### src/rtl/id_pipe_stage.sv
// Instruction-decode stage with ID/EX pipeline register.
// Decodes the supported I-type and R-type instructions, forwards operands
// from EX and MEM, stalls on load-use hazards, and honours EX backpressure
// and flush.
module id_pipe_stage #(
   parameter int DATA_W = 32,
   parameter int REG_AW = 5,
   parameter int OPER_W = 4,
   parameter int CNT_W  = 16
) (
   input  logic              clk,
   input  logic              rst,
   input  logic              if_valid,
   input  logic [31:0]       if_inst,
   input  logic [31:0]       if_pc,
   output logic              id_ready,
   output logic [REG_AW-1:0] rf_raddr1,
   output logic [REG_AW-1:0] rf_raddr2,
   input  logic [DATA_W-1:0] rf_rdata1,
   input  logic [DATA_W-1:0] rf_rdata2,
   input  logic              fwd_ex_wen,
   input  logic [REG_AW-1:0] fwd_ex_waddr,
   input  logic [DATA_W-1:0] fwd_ex_wdata,
   input  logic              fwd_ex_load,
   input  logic              fwd_mem_wen,
   input  logic [REG_AW-1:0] fwd_mem_waddr,
   input  logic [DATA_W-1:0] fwd_mem_wdata,
   input  logic              flush,
   input  logic              ex_ready,
   output logic              ex_valid,
   output logic [OPER_W-1:0] ex_oper,
   output logic [DATA_W-1:0] ex_op1,
   output logic [DATA_W-1:0] ex_op2,
   output logic              ex_wen,
   output logic [REG_AW-1:0] ex_waddr,
   output logic [31:0]       ex_pc,
   output logic [CNT_W-1:0]  stall_cnt
);

   typedef enum logic [OPER_W-1:0] {
      OPER_NOP  = OPER_W'(0),
      OPER_OR   = OPER_W'(1),
      OPER_AND  = OPER_W'(2),
      OPER_XOR  = OPER_W'(3),
      OPER_ADDU = OPER_W'(4),
      OPER_SLL  = OPER_W'(5),
      OPER_LUI  = OPER_W'(6),
      OPER_LW   = OPER_W'(7)
   } oper_e;

   logic [5:0]        opcode;
   logic [5:0]        funct;
   logic [REG_AW-1:0] rs;
   logic [REG_AW-1:0] rt;
   logic [REG_AW-1:0] rd;
   logic [4:0]        shamt;
   logic [15:0]       imm;

   assign opcode = if_inst[31:26];
   assign rs     = REG_AW'(if_inst[25:21]);
   assign rt     = REG_AW'(if_inst[20:16]);
   assign rd     = REG_AW'(if_inst[15:11]);
   assign shamt  = if_inst[10:6];
   assign funct  = if_inst[5:0];
   assign imm    = if_inst[15:0];

   assign rf_raddr1 = rs;
   assign rf_raddr2 = rt;

   // Operand source: r0 -> 0, then non-load EX result, then MEM result, then regfile
   function automatic logic [DATA_W-1:0] fwd_sel(
      input logic [REG_AW-1:0] a,
      input logic [DATA_W-1:0] rf_d,
      input logic              ex_w,
      input logic              ex_ld,
      input logic [REG_AW-1:0] ex_a,
      input logic [DATA_W-1:0] ex_d,
      input logic              mem_w,
      input logic [REG_AW-1:0] mem_a,
      input logic [DATA_W-1:0] mem_d
   );
      if (a == '0)
         return '0;
      else if (ex_w && !ex_ld && (ex_a == a))
         return ex_d;
      else if (mem_w && (mem_a == a))
         return mem_d;
      else
         return rf_d;
   endfunction

   logic [DATA_W-1:0] src1;
   logic [DATA_W-1:0] src2;

   assign src1 = fwd_sel(rs, rf_rdata1, fwd_ex_wen, fwd_ex_load, fwd_ex_waddr,
                         fwd_ex_wdata, fwd_mem_wen, fwd_mem_waddr, fwd_mem_wdata);
   assign src2 = fwd_sel(rt, rf_rdata2, fwd_ex_wen, fwd_ex_load, fwd_ex_waddr,
                         fwd_ex_wdata, fwd_mem_wen, fwd_mem_waddr, fwd_mem_wdata);

   oper_e             dec_oper;
   logic [DATA_W-1:0] dec_op1;
   logic [DATA_W-1:0] dec_op2;
   logic              dec_wen_raw;
   logic              dec_wen;
   logic [REG_AW-1:0] dec_waddr;
   logic              uses_rs;
   logic              uses_rt;

   // Instruction decode: operation, operands, destination and registers read
   always_comb begin
      dec_oper    = OPER_NOP;
      dec_op1     = '0;
      dec_op2     = '0;
      dec_wen_raw = 1'b0;
      dec_waddr   = '0;
      uses_rs     = 1'b0;
      uses_rt     = 1'b0;
      unique case (opcode)
         6'h0D, 6'h0C, 6'h0E: begin
            dec_oper    = (opcode == 6'h0D) ? OPER_OR :
                          (opcode == 6'h0C) ? OPER_AND : OPER_XOR;
            dec_op1     = src1;
            dec_op2     = DATA_W'(imm);
            dec_wen_raw = 1'b1;
            dec_waddr   = rt;
            uses_rs     = 1'b1;
         end
         6'h09, 6'h23: begin
            dec_oper    = (opcode == 6'h09) ? OPER_ADDU : OPER_LW;
            dec_op1     = src1;
            dec_op2     = DATA_W'(signed'(imm));
            dec_wen_raw = 1'b1;
            dec_waddr   = rt;
            uses_rs     = 1'b1;
         end
         6'h0F: begin
            dec_oper    = OPER_LUI;
            dec_op2     = DATA_W'({imm, 16'h0000});
            dec_wen_raw = 1'b1;
            dec_waddr   = rt;
         end
         6'h00: begin
            unique case (funct)
               6'h25, 6'h24, 6'h26, 6'h21: begin
                  dec_oper    = (funct == 6'h25) ? OPER_OR  :
                                (funct == 6'h24) ? OPER_AND :
                                (funct == 6'h26) ? OPER_XOR : OPER_ADDU;
                  dec_op1     = src1;
                  dec_op2     = src2;
                  dec_wen_raw = 1'b1;
                  dec_waddr   = rd;
                  uses_rs     = 1'b1;
                  uses_rt     = 1'b1;
               end
               6'h00: begin
                  dec_oper    = OPER_SLL;
                  dec_op1     = DATA_W'(shamt);
                  dec_op2     = src2;
                  dec_wen_raw = 1'b1;
                  dec_waddr   = rd;
                  uses_rt     = 1'b1;
               end
               default: ;
            endcase
         end
         default: ;
      endcase
   end

   assign dec_wen = dec_wen_raw && (dec_waddr != '0);

   logic stall;
   logic space;
   logic accept;

   assign stall = if_valid && fwd_ex_wen && fwd_ex_load && (fwd_ex_waddr != '0) &&
                  ((uses_rs && (fwd_ex_waddr == rs)) || (uses_rt && (fwd_ex_waddr == rt)));
   assign space    = !ex_valid || ex_ready;
   assign id_ready = !stall && space && !flush;
   assign accept   = if_valid && !stall;

   // ID/EX register: flush kills, free slot loads or bubbles, else hold
   always_ff @(posedge clk) begin
      if (rst) begin
         ex_valid <= 1'b0;
         ex_oper  <= OPER_NOP;
         ex_op1   <= '0;
         ex_op2   <= '0;
         ex_wen   <= 1'b0;
         ex_waddr <= '0;
         ex_pc    <= '0;
      end else if (flush) begin
         ex_valid <= 1'b0;
      end else if (space) begin
         if (accept) begin
            ex_valid <= 1'b1;
            ex_oper  <= dec_oper;
            ex_op1   <= dec_op1;
            ex_op2   <= dec_op2;
            ex_wen   <= dec_wen;
            ex_waddr <= dec_waddr;
            ex_pc    <= if_pc;
         end else begin
            ex_valid <= 1'b0;
         end
      end
   end

   // Saturating count of load-use stall cycles not overridden by flush
   always_ff @(posedge clk) begin
      if (rst)
         stall_cnt <= '0;
      else if (stall && !flush && (stall_cnt != '1))
         stall_cnt <= stall_cnt + CNT_W'(1);
   end

endmodule

### config.mk
export PLATFORM = sky130hd
export DESIGN_NAME = id_pipe_stage
export DESIGN_NICKNAME = d
export VERILOG_FILES = /design/src/rtl/id_pipe_stage.sv
export SDC_FILE = /design/constraint.sdc
export NUM_CORES = 1
export LEC_CHECK = 0
export BUFFER_PORTS_ARGS = -buffer_cell sky130_fd_sc_hd__buf_2
export CAP_MARGIN = 20
export CORE_MARGIN = 8
export CORE_UTILIZATION = 25
export DETAILED_ROUTE_END_ITERATION = 10
export PLACE_DENSITY = 0.53
export SYNTH_ARGS = -nofsm -noshare
export SYNTH_HDL_FRONTEND = slang
export SYNTH_SLANG_ARGS = --single-unit
export TNS_END_PERCENT = 50
### constraint.sdc
create_clock -name clk -period 6.2 [get_ports clk]
set_input_delay 0.93 -clock clk [delete_from_list [all_inputs] [get_ports clk]]
set_output_delay 0.93 -clock clk [all_outputs]
set_load 0.05 [all_outputs]
==> metrics.md, run 1 <==
| Metric | Value |
|---|---|
| Status | `completed` |
| Syn_nets | `just over 1,000` |
| Number of synthesized flops with an enable pin | `0` |
| CP top delay family | `compound AO/OA/AOI/OAI gates` |
| Final Util | `34.6%` |
| Final #Nets | `around 1,300` |
| Crit start category | `input port` |
| Htree depth | `4` |
| Critical setup path kind | `in -> out` |
| Commonest non-fill, non-tap cell in the layout | `buf_2` |
| WP depth | `7` |
| Synth warn | `0` |
| Area of the die | `0.0327 mm²` |
| Vias per cell | `4.91` |
| Leakage power | `between 3 and 4 nW` |
| Area delta synth->final | `36.4%` |
| Initial DRC count | `357` |
| Skew final | `~0.0093 ns` |
| CTS tree | `done` |
| Slowest-stage cell, CP | `a22oi_2` |
| Commonest cells after routing, fill and taps aside | `buf_2, nor2_1, dfxtp_1, mux2i_1, nand2_1` |
| Vias in the first global route | `7,163` |
| Die H | `approximately 180 µm` |
| Seq cells post-synth | `122` |
| Fmax | `between 200 and 250 MHz` |
| Setup slack, reg-to-reg | `approximately 4 ns` |
| Drt total wl | `30,000 µm` |
| CTS Sinks | `122` |
| Sequence of cells on the critical path | `buf_2 -> or4_1 -> o2111ai_2 -> nor3_1 -> a22oi_2 -> and3_1 -> buf_2` |
| Pwr/cell area | `238 mW/mm²` |
| Share of post-route cells with drive strength above 1 | `36.2%` |
| Wire length per cell | `20.6 µm` |
| Critical path's largest stage delay | `roughly 0.8 ns` |
| Starting Density | `25.3%` |
| Vias post-DR | `7,151` |
| GP Congestion | `0.899` |
| Mapped Cells | `796` |
| FILL cells | `2,904` |
| FP Rows | `60` |
| CP bufs+invs | `2` |
| Cts bufs inserted | `17` |
| Worst-Skew Late Latency | `0.41 ns` |
| Remaining DRCs | `0` |
| # Max-Cap Violations | `0` |
| Final Hold Violating Endpoints | `0` |
| Die width | `181 µm` |
| Clk buf depth | `2` |
| Slew @ Worst Pin | `between 0.9 and 1 ns` |
| Post-Syn Area | `0.00679 mm²` |
| First-pass GRT wire length | `44,500 µm` |
| Congestion Overflow GR | `0` |
| Post-synth ARST share | `0%` |
| Largest net degree at the start of global routing | `110` |
| Largest fanout on the critical path | `24` |
| Initial antenna violation count | `3` |
| Core Region | `0.0268 mm²` |
| Worst Setup End Kind | `output pin` |
| Slew Limit Fails | `0` |
| Final Setup Violations | `0` |
| Crit. Startpoint | `fwd_ex_waddr[1]` |
| Most frequent cell on the critical path | `buf_2` |
| Setup Total Neg Slack | `0 ns` |
| Unique masters post-synth | `55` |
| Worst hold path class | `reg -> reg` |
| RSZ-0062 raised after global routing | `false` |
| DPL Wire Length | `between 20,000 and 25,000 µm` |
| Min Tclk post-route | `approximately 4.3 ns` |
| Worst-path clk slew | `0.06 ns` |
| WP data required | `5.27 ns` |
| Synth Flop Type | `dfxtp_1` |
| Max_slew headroom | `between 30 and 40%` |
| Remaining antenna violation count after routing | `0` |
| Clock Root Buffer | `clkbuf_16` |
| Post-CTS sizing | `0` |
| Postcts setup bufs | `0` |
| Port buffer count | `between 300 and 400` |
| Drt first pass iters | `5` |
| Top-Level Pins | `around 340` |
| Max IR drop VDD | `approximately 0.15 mV` |
| Worst reg-to-reg path cell count | `6` |
| Reg2reg end | `stall_cnt[8]` |
| Final period util | `69.6%` |
| Avg Inst Size Synth | `between 8 and 9 µm²` |
| R2r startpoint | `stall_cnt[0]` |
| # hold bufs at CTS | `0` |
| Total GRT Usage | `17.4%` |
| Crit path DAT | `around 3.4 ns` |
| CP endpoint | `id_ready` |
| Sequential area share after synthesis | `a little over a third` |
## final cells by class
| cell class | count | area (µm²) | share of cell area (%) |
|---|---|---|---|
| inverters | 4 | 15.0 | 0.162 |
| flip-flops and latches | 122 | 2440 | 26.4 |
| clock buffers | 21 | 450 | 4.86 |
| repair buffers | 355 | 1820 | 19.7 |
| diodes | 2 | 5.00 | 0.0540 |
| multi-input cells | 599 | 4000 | 43.2 |
| clock inverters | 11 | 98.8 | 1.07 |
| well taps | 341 | 427 | 4.61 |
## stage by stage
step,std cells,instance area [µm²],setup slack (ns),power (W),hold WS [ns]
global placement,1421,8710,1.91,0.00126,0.457
detailed placement,1421,8710,1.87,0.00126,0.459
floorplan,796,6790,2.35,0.00110,0.711
CTS,1453,9260,1.86,0.00224,0.477
global route,1454,9260,1.67,0.00230,0.487
finish,1455,9260,1.89,0.00220,0.475
## where the power goes
| group | internal [W] | leakage [nW] | switching (W) | total (W) |
|---|---|---|---|---|
| Sequential | 0.000814 | 0.994 | 0.0000149 | 0.000829 |
| Clock | 0.000561 | 0.263 | 0.000401 | 0.000962 |
| Combinational | 0.000133 | 2.61 | 0.000280 | 0.000413 |
| Total | 0.00151 | 3.87 | 0.000696 | 0.00220 |
## flip-flops by register name, indices dropped and copies added (netlist names)
signal     count
ex_oper        3
ex_op1        32
ex_wen         1
ex_waddr       5
stall_cnt     16
ex_valid       1
ex_op2        32
ex_pc         32
## kinds of logic after synthesis
| family | count (synthesis) | synth area share, % |
|---|---|---|
| AOI/OAI and AO/OA | 195 | 21.9 |
| xor gates and xnor gates | 21 | 2.71 |
| adders and majority gates | 1 | 0.184 |
| buffers and inverters | 75 | 5.36 |
| DFF | 122 | 36.0 |
| muxes | 97 | 14.3 |
| other | 1 | 0.0552 |
| and+or+nand+nor | 284 | 19.6 |
## worst reg2reg max path: stages, from the launching register on
cell	delay (ns)
dfxtp_1	0.36
ha_1	0.25
and3_1	0.20
and3_1	0.25
a41o_1	0.45
or4_1	0.55
a21oi_1	0.16
## synthesized netlist by cell type (2+ instances only)
cell / count / area [µm²]
nor2_1: 124 / 465
dfxtp_1: 122 / 2440
mux2i_1: 97 / 971
nand2_1: 81 / 304
a211o_1: 37 / 324
a311oi_1: 37 / 324
clkbuf_1: 36 / 135
o21ai_0: 34 / 170
a22o_1: 27 / 236
a21oi_1: 22 / 110
buf_2: 20 / 100
or4_1: 14 / 105
xnor2_1: 12 / 105
a211oi_1: 11 / 82.6
buf_4: 11 / 82.6
o31ai_1: 11 / 82.6
nand3_1: 9 / 45.0
xor2_1: 9 / 78.8
and3_1: 8 / 50.1
a22oi_1: 7 / 52.6
nand4_1: 6 / 37.5
nor3_1: 6 / 30.0
nor4_1: 6 / 37.5
and2_1: 4 / 25.0
inv_1: 4 / 15.0
or3_1: 4 / 25.0
or4bb_1: 3 / 33.8
and3b_1: 2 / 17.5
buf_6: 2 / 22.5
nand2b_1: 2 / 12.5
nor4b_1: 2 / 17.5
or3b_2: 2 / 17.5
or4b_2: 2 / 20.0
## per-layer routing
metal	GRT usage (%)	wire [µm]
met1	20.8	12900
met2	29.6	14300
met3	6.34	2510
met5	0	20
met4	3.34	308
## worst min path at each step
stage          cells past startpoint  slack (ns)        from         end
4_1_cts                            1        0.48  ex_op1[17]  ex_op1[17]
2_1_floorplan                      2        0.71   ex_op2[0]   ex_op2[0]
3_3_place_gp                       1        0.46  ex_op1[29]  ex_op1[29]
5_1_grt                            1        0.49  ex_op1[22]  ex_op1[22]
6_report                           1        0.47  ex_op1[17]  ex_op1[17]
3_5_place_dp                       1        0.46  ex_op1[31]  ex_op1[31]
(Power assumes the default switching activity.)
==> run 2, diff against run 1 <==
--- a/config.mk
+++ b/config.mk
@@ -5,12 +5,13 @@
 export SDC_FILE = /design/constraint.sdc
 export NUM_CORES = 1
 export LEC_CHECK = 0
+export ABC_AREA = 1
 export BUFFER_PORTS_ARGS = -buffer_cell sky130_fd_sc_hd__buf_2
 export CAP_MARGIN = 20
 export CORE_MARGIN = 8
 export CORE_UTILIZATION = 25
 export DETAILED_ROUTE_END_ITERATION = 10
-export PLACE_DENSITY = 0.53
+export PLACE_DENSITY = 0.52
 export SYNTH_ARGS = -nofsm -noshare
 export SYNTH_HDL_FRONTEND = slang
 export SYNTH_SLANG_ARGS = --single-unit
==> constraint.sdc (replaced) <==
create_clock -name clk -period 4.4 [get_ports clk]
set_input_delay 0.66 -clock clk [delete_from_list [all_inputs] [get_ports clk]]
set_output_delay 0.66 -clock clk [all_outputs]
set_load 0.05 [all_outputs]
==> metrics.md, run 2 <==
| Metric | Value |
|---|---|
| Die width | `194 µm (+7.1%)` |
| Commonest cells in the synthesized netlist | `nand2_1, a21oi_1, dfxtp_1` |
| Leakage power | `5.05 nW (+31%)` |
| Postcts setup bufs | `0 (unchanged)` |
| GP Congestion | `0.872 (-3.0%)` |
| Remaining antenna violation count after routing | `0 (unchanged)` |
| Crit path DAT | `3.34 ns (-0.04 ns)` |
| Post-synth ARST share | `0% (unchanged)` |
| Final Hold Violating Endpoints | `0 (unchanged)` |
| Critical setup path kind | `in -> reg` |
| Post-CTS sizing | `0 (unchanged)` |
| Min Tclk post-route | `roughly 3 ns` |
| Synth Flop Type | `dfxtp_1` |
| FP Rows | `65 (+8.3%)` |
| Worst-path clk slew | `0.06 ns (about the same)` |
| # hold bufs at CTS | `0 (unchanged)` |
| Unique masters post-synth | `34 (-38%)` |
| Synth warn | `0 (unchanged)` |
| Avg Inst Size Synth | `6.00 µm² (-30%)` |
| FILL cells | `3,597 (+24%)` |
| Max IR drop VDD | `0.232 mV (+59%)` |
| Number of synthesized flops with an enable pin | `0 (unchanged)` |
| Status | `completed` |
| Pwr/cell area | `300 mW/mm² (+26%)` |
| CTS tree | `done` |
| Vias in the first global route | `9,323 (+30%)` |
| Skew final | `0.0154 ns (+0.00610 ns)` |
| Initial DRC count | `664 (+86%)` |
| Congestion Overflow GR | `0 (unchanged)` |
| Clk buf depth | `2 (unchanged)` |
| Die H | `194 µm (+7.1%)` |
| Most frequent cell after synthesis | `nand2_1` |
| Worst Setup End Kind | `flip-flop` |
| RSZ-0062 raised after global routing | `false` |
| Share of post-route cells with drive strength above 1 | `25.7% (-10 points)` |
| Top-Level Pins | `344 (unchanged)` |
| Mapped Cells | `1,314 (+65%)` |
| First-pass GRT wire length | `55,400 µm (+24%)` |
| Worst-Skew Late Latency | `0.42 ns (about the same)` |
| Worst hold path class | `reg -> reg` |
| Synth area leaders | `dfxtp_1, nand2_1, a21oi_1, nor2_1, nand3_1` |
| Final period util | `68.1%` |
| FF/Latch Area | `0.00244 mm² (unchanged)` |
| Starting Density | `25.2% (-0.16 points)` |
| Crit start category | `input port` |
| WP data required | `4.75 ns (-0.52 ns)` |
| Area delta synth->final | `31.1%` |
| Area of the die | `0.0375 mm² (+15%)` |
| Slew Limit Fails | `0 (unchanged)` |
| DPL Wire Length | `28,300 µm (+22%)` |
| Multi-input gate area | `0.00452 mm² (+13%)` |
| Post-Layout Cell Count | `2,019 (+39%)` |
| Cts bufs inserted | `17 (unchanged)` |
| Worst setup margin | `1.41 ns (-0.481 ns)` |
| # Max-Cap Violations | `0 (unchanged)` |
| Largest fanout on the critical path | `82 (+240%)` |
| Largest net degree at the start of global routing | `89 (-19%)` |
| Setup slack, reg-to-reg | `1.71 ns (-2.18 ns)` |
| Remaining DRCs | `0 (unchanged)` |
| Setup Total Neg Slack | `0 ns (unchanged)` |
| Post-Syn Area | `0.00788 mm² (+16%)` |
| Port buffer count | `342 (unchanged)` |
| Commonest cells after routing, fill and taps aside | `nand2_1, buf_2, a21oi_1, dfxtp_1, nor2_1` |
| Drt first pass iters | `7 (+2)` |
| Clock Root Buffer | `clkbuf_16` |
| Seq cells post-synth | `122 (unchanged)` |
| Biggest area consumer among synthesized cells | `dfxtp_1` |
| Placed cells | `1,979 (+39%)` |
| Drt total wl | `36,400 µm (+21%)` |
| Initial antenna violation count | `8 (+5)` |
| Final worst hold slack | `0.460 ns (-0.0147 ns)` |
| Post-synth top area share | `31.0% (-5.0 points)` |
| Syn_nets | `1,525 (+51%)` |
| Core Region | `0.0313 mm² (+17%)` |
| Vias per cell | `4.69 (-4.5%)` |
| CTS Sinks | `122 (unchanged)` |
| Slew @ Worst Pin | `1.03 ns (+0.103 ns)` |
| Sequential area share after synthesis | `31.0% (-5.0 points)` |
| Vias post-DR | `9,472 (+32%)` |
| Max_slew headroom | `31.0% (-6.9 points)` |
| Htree depth | `4 (unchanged)` |
| Final #Nets | `1,808 (+38%)` |
| Fmax | `334 MHz` |
| Setup WS pre-CTS | `1.01 ns (-0.858 ns)` |
| Wire length per cell | `18.0 µm (-13%)` |
| Commonest non-fill, non-tap cell in the layout | `nand2_1` |
| Final Setup Violations | `0 (unchanged)` |
| Total GRT Usage | `18.7% (+1.3 points)` |
| Biggest regs | `ex_op1: 32 flops, ex_op2: 32 flops, ex_pc: 32 flops` |
run 2: cell types whose count changed after synthesis, sizes merged, moves of 13 or more:
cell	before	now
nand2	81	474
a21oi	23	133
mux2i	97	0
inv	4	87
nand3	9	80
nand4	6	46
a211o	37	0
a311oi	37	0
nand3b	1	34
clkinv	0	31
a22o	27	0
o21ai	35	61
or4	14	0
nor2	125	112
run 2: where the power goes:
group          leakage [nW]  internal, W  total (W)  switching, W
Sequential            0.988      0.00113    0.00114     0.0000108
Clock                 0.269     0.000849    0.00141      0.000562
Combinational          3.80     0.000166   0.000545      0.000379
Total                  5.05      0.00214    0.00310      0.000952
run 2: stage by stage:
step           total power [W]  cell area, µm²  utilization (%)
2_1_floorplan          0.00149            7880                -
3_3_place_gp           0.00171            9740             31.1
3_5_place_dp           0.00171            9740             31.1
4_1_cts                0.00314           10300             32.9
5_1_grt                0.00323           10300             33.0
6_report               0.00310           10300             33.0
run 2: final timing paths:
kind	from	to	cells past startpoint
worst min register to register	ex_op2[22]	ex_op2[22]	2
worst max-delay path	if_inst[26]	ex_op2[1]	15
worst max register to register	stall_cnt[0]	stall_cnt[6]	9
worst min-delay path	ex_op2[22]	ex_op2[22]	2
run 2: layout make-up:
cell class / instances / share of cell area (%)
tap: 402 / 4.87
timing repair buffer: 356 / 17.7
sequential: 122 / 23.6
antenna: 7 / 0.170
clock buffer: 21 / 4.36
inverter: 118 / 4.29
clock inverter: 11 / 1.19
multi-input combinational: 982 / 43.8
run 2: layer usage:
| layer | vias to the layer above | track usage, % | wire, µm |
|---|---|---|---|
| met2 | 348 | 30.9 | 17100 |
| met4 | 4 | 5.62 | 609 |
| met5 | - | 0 | 22 |
| met3 | 35 | 4.55 | 2710 |
| li1 | 4780 | - | - |
| met1 | 4305 | 23.8 | 16000 |
run 2: critical path, cell delays in order:
cell and delay [ns]:
buf_2 0.11, nand2_1 0.11, inv_2 0.06, nand3_2 0.09, nand2_1 0.12, nor2_2 0.18
nand2_1 0.08, nand2_1 0.08, nand2_2 0.09, nand2_4 0.12, nand2_2 0.07, nor2_4 0.36
buf_4 0.79, nand2_1 0.23, a21oi_1 0.17
run 2: logic make-up after synthesis:
group / Yosys count / share of synthesized area [%]
simple gates: 760 / 41.7
buf+inv: 210 / 12.1
compound gates: 204 / 13.3
flops: 122 / 31.0
xor+xnor: 16 / 1.78
fa+ha+maj: 1 / 0.159
other cells: 1 / 0.0476
==> run 3, diff against run 2 <==
==> constraint.sdc (replaced) <==
create_clock -name clk -period 2.8 [get_ports clk]
set_input_delay 0.42 -clock clk [delete_from_list [all_inputs] [get_ports clk]]
set_output_delay 0.42 -clock clk [all_outputs]
set_load 0.05 [all_outputs]
==> metrics.md, run 3 (same netlist as run 2, synthesis figures left out) <==
| Metric | Value |
|---|---|
| Worst Setup End Kind | `output pin` |
| Cts bufs inserted | `17 (unchanged)` |
| Final Util | `33.9% (+0.90 points)` |
| Max IR drop VDD | `0.390 mV (+68%)` |
| Worst hold path class | `in -> reg` |
| Top Metal Used | `met5` |
| Clock Root Buffer | `clkbuf_16` |
| Clk pwr share | `47.4% (+1.8 points)` |
| Worst-Skew Late Latency | `0.42 ns (about the same)` |
| Fin area | `0.0106 mm² (+2.7%)` |
| Wire length per cell | `17.8 µm (-1.2%)` |
| RSZ-0062 raised after global routing | `false` |
| Crit path DAT | `1.77 ns (-1.57 ns)` |
| Area of the die | `0.0375 mm² (unchanged)` |
| CTS Sinks | `122 (unchanged)` |
| Combinational share of power | `17.4% (-0.2 points)` |
| Post-CTS sizing | `0 (unchanged)` |
| Drt total wl | `36,200 µm (-0.60%)` |
| Max_slew headroom | `57.5% (+27 points)` |
| Area delta synth->final | `34.7%` |
| Setup WS pre-CTS | `0.255 ns (-0.755 ns)` |
| DR WL met3 | `2800 µm (+3.5%)` |
| # Max-Cap Violations | `0 (unchanged)` |
| Commonest non-fill, non-tap cell in the layout | `nand2_1` |
| Core Region | `0.0313 mm² (unchanged)` |
| Worst setup margin | `0.610 ns (-0.795 ns)` |
| Die H | `194 µm (unchanged)` |
| FF/Latch Area | `0.00244 mm² (unchanged)` |
| Status | `completed` |
| Sw Ratio | `29.6% (-1.1 points)` |
| Top-Level Pins | `344 (unchanged)` |
| DRT met1 WL | `15,700 µm (-2.3%)` |
| Vias post-DR | `9,585 (+1.2%)` |
| Placed cells | `1,995 (+0.81%)` |
| Worst-path clk slew | `0.06 ns (about the same)` |
| DPL Wire Length | `28,800 µm (+2.0%)` |
| Congestion Overflow GR | `0 (unchanged)` |
| Final period util | `78.2%` |
| Final Hold Violating Endpoints | `0 (unchanged)` |
| # hold bufs at CTS | `0 (unchanged)` |
| Largest net degree at the start of global routing | `60 (-33%)` |
| P_sw | `0.00151 W (+58%)` |
| Slew Limit Fails | `0 (unchanged)` |
| GP Congestion | `0.889 (+1.9%)` |
| Critical setup path kind | `in -> out` |
| WP data required | `2.38 ns (-2.37 ns)` |
| Commonest cells after routing, fill and taps aside | `nand2_1, buf_2, a21oi_1, dfxtp_1, nor2_1` |
| Postcts setup bufs | `0 (unchanged)` |
| WL met2 | `16,500 µm (-3.2%)` |
| Final Setup Violations | `0 (unchanged)` |
| Skew final | `0.0113 ns (-0.00404 ns)` |
| Post-Layout Cell Count | `2,031 (+0.59%)` |
| Biggest regs | `ex_op1: 32 flops, ex_op2: 32 flops, ex_pc: 32 flops` |
| Slew @ Worst Pin | `0.635 ns (-0.399 ns)` |
| Drt first pass iters | `5 (-2)` |
| Initial antenna violation count | `5 (-3)` |
| Leakage power | `5.20 nW (+2.9%)` |
| Reg power frac | `35.2% (-1.6 points)` |
| Multi-input gate area | `0.00452 mm² (unchanged)` |
| Cell Area, Placed | `0.00997 mm² (+2.4%)` |
| Vias per cell | `4.72 (+0.60%)` |
| Port buffer count | `342 (unchanged)` |
| Total GRT Usage | `18.8% (+0.080 points)` |
| Clk buf depth | `2 (unchanged)` |
| Min Tclk post-route | `2.19 ns` |
| FP Rows | `65 (unchanged)` |
| Starting Density | `25.2% (unchanged)` |
| Final #Nets | `1,823 (+0.83%)` |
| Setup Total Neg Slack | `0 ns (unchanged)` |
| Fmax | `approximately 460 MHz` |
| CTS tree | `done` |
| Crit start category | `input port` |
| FILL cells | `3,524 (-2.0%)` |
| Vias in the first global route | `9,586 (+2.8%)` |
| Remaining antenna violation count after routing | `0 (unchanged)` |
| Htree depth | `4 (unchanged)` |
| First-pass GRT wire length | `55,600 µm (+0.31%)` |
| Largest fanout on the critical path | `10 (-88%)` |
| Pwr/cell area | `479 mW/mm² (+60%)` |
| Share of post-route cells with drive strength above 1 | `26.5% (+0.87 points)` |
| Remaining DRCs | `0 (unchanged)` |
| Initial DRC count | `549 (-17%)` |
| Die width | `194 µm (unchanged)` |
| P_int | `0.00358 W (+67%)` |
==> run 3: cell count changes in the layout (fill, tap and decap cells not counted) <==
| cell | before | now |
|---|---|---|
| buf_4 | 14 | 20 |
| clkinv_4 | 2 | 4 |
| inv_8 | 0 | 1 |
| buf_12 | 1 | 10 |
| bufinv_16 | 2 | 4 |
| diode_2 | 7 | 4 |
| clkbuf_1 | 3 | 0 |
| clkinvlp_4 | 4 | 2 |
==> run 3: path summary, 6_finish.rpt <==
| kind | slack, ns | end | start | cells past startpoint |
|---|---|---|---|---|
| setup / recovery | 0.61 | id_ready | if_inst[31] | 10 |
| hold / removal | 0.25 | ex_pc[20] | if_pc[20] | 3 |
| setup reg to reg | 0.81 | stall_cnt[12] | stall_cnt[0] | 10 |
| hold reg to reg | 0.46 | ex_pc[24] | ex_pc[24] | 2 |
==> run 3: per-layer routing <==
metal	global-route usage (%)	vias to the layer above
li1	-	4806
met1	23.5	4345
met2	30.5	377
met3	4.76	55
met4	7.41	2
met5	0	-
==> run 3: power groups by stage <==
stage                     sequential [W]  clock, W  combinational (W)
after floorplan                  0.00196         0           0.000393
after CTS                        0.00179   0.00249           0.000888
after detailed placement         0.00183         0           0.000886
after global routing             0.00179   0.00258           0.000964
final                            0.00179   0.00241           0.000886
after global placement           0.00183         0           0.000887
==> run 3: worst max-delay path, cell delays in order <==
cell     delay [ns]
buf_2          0.11
nor2_1         0.19
nand3_1        0.21
inv_2          0.21
nand2_2        0.09
nand2_1        0.07
nand2_1        0.05
nand2_2        0.12
a21oi_1        0.08
buf_2          0.23
==> run 3: final cells by class <==
cell class | count | area share (%)
Antenna cell | 4 | 0.0943
Clock buffer | 18 | 4.14
Clock inverter | 14 | 1.85
Inverter | 118 | 4.17
Multi-Input combinational cell | 982 | 42.6
Sequential cell | 122 | 23.0
Tap cell | 402 | 4.74
Timing Repair Buffer | 371 | 19.4
==> run 3: through the flow <==
step / total power [W] / hold slack [ns]
finish: 0.00509 / 0.245
global route: 0.00534 / 0.229
CTS: 0.00517 / 0.222
detailed placement: 0.00271 / 0.452
global placement: 0.00271 / 0.449
floorplan: 0.00235 / 0.499
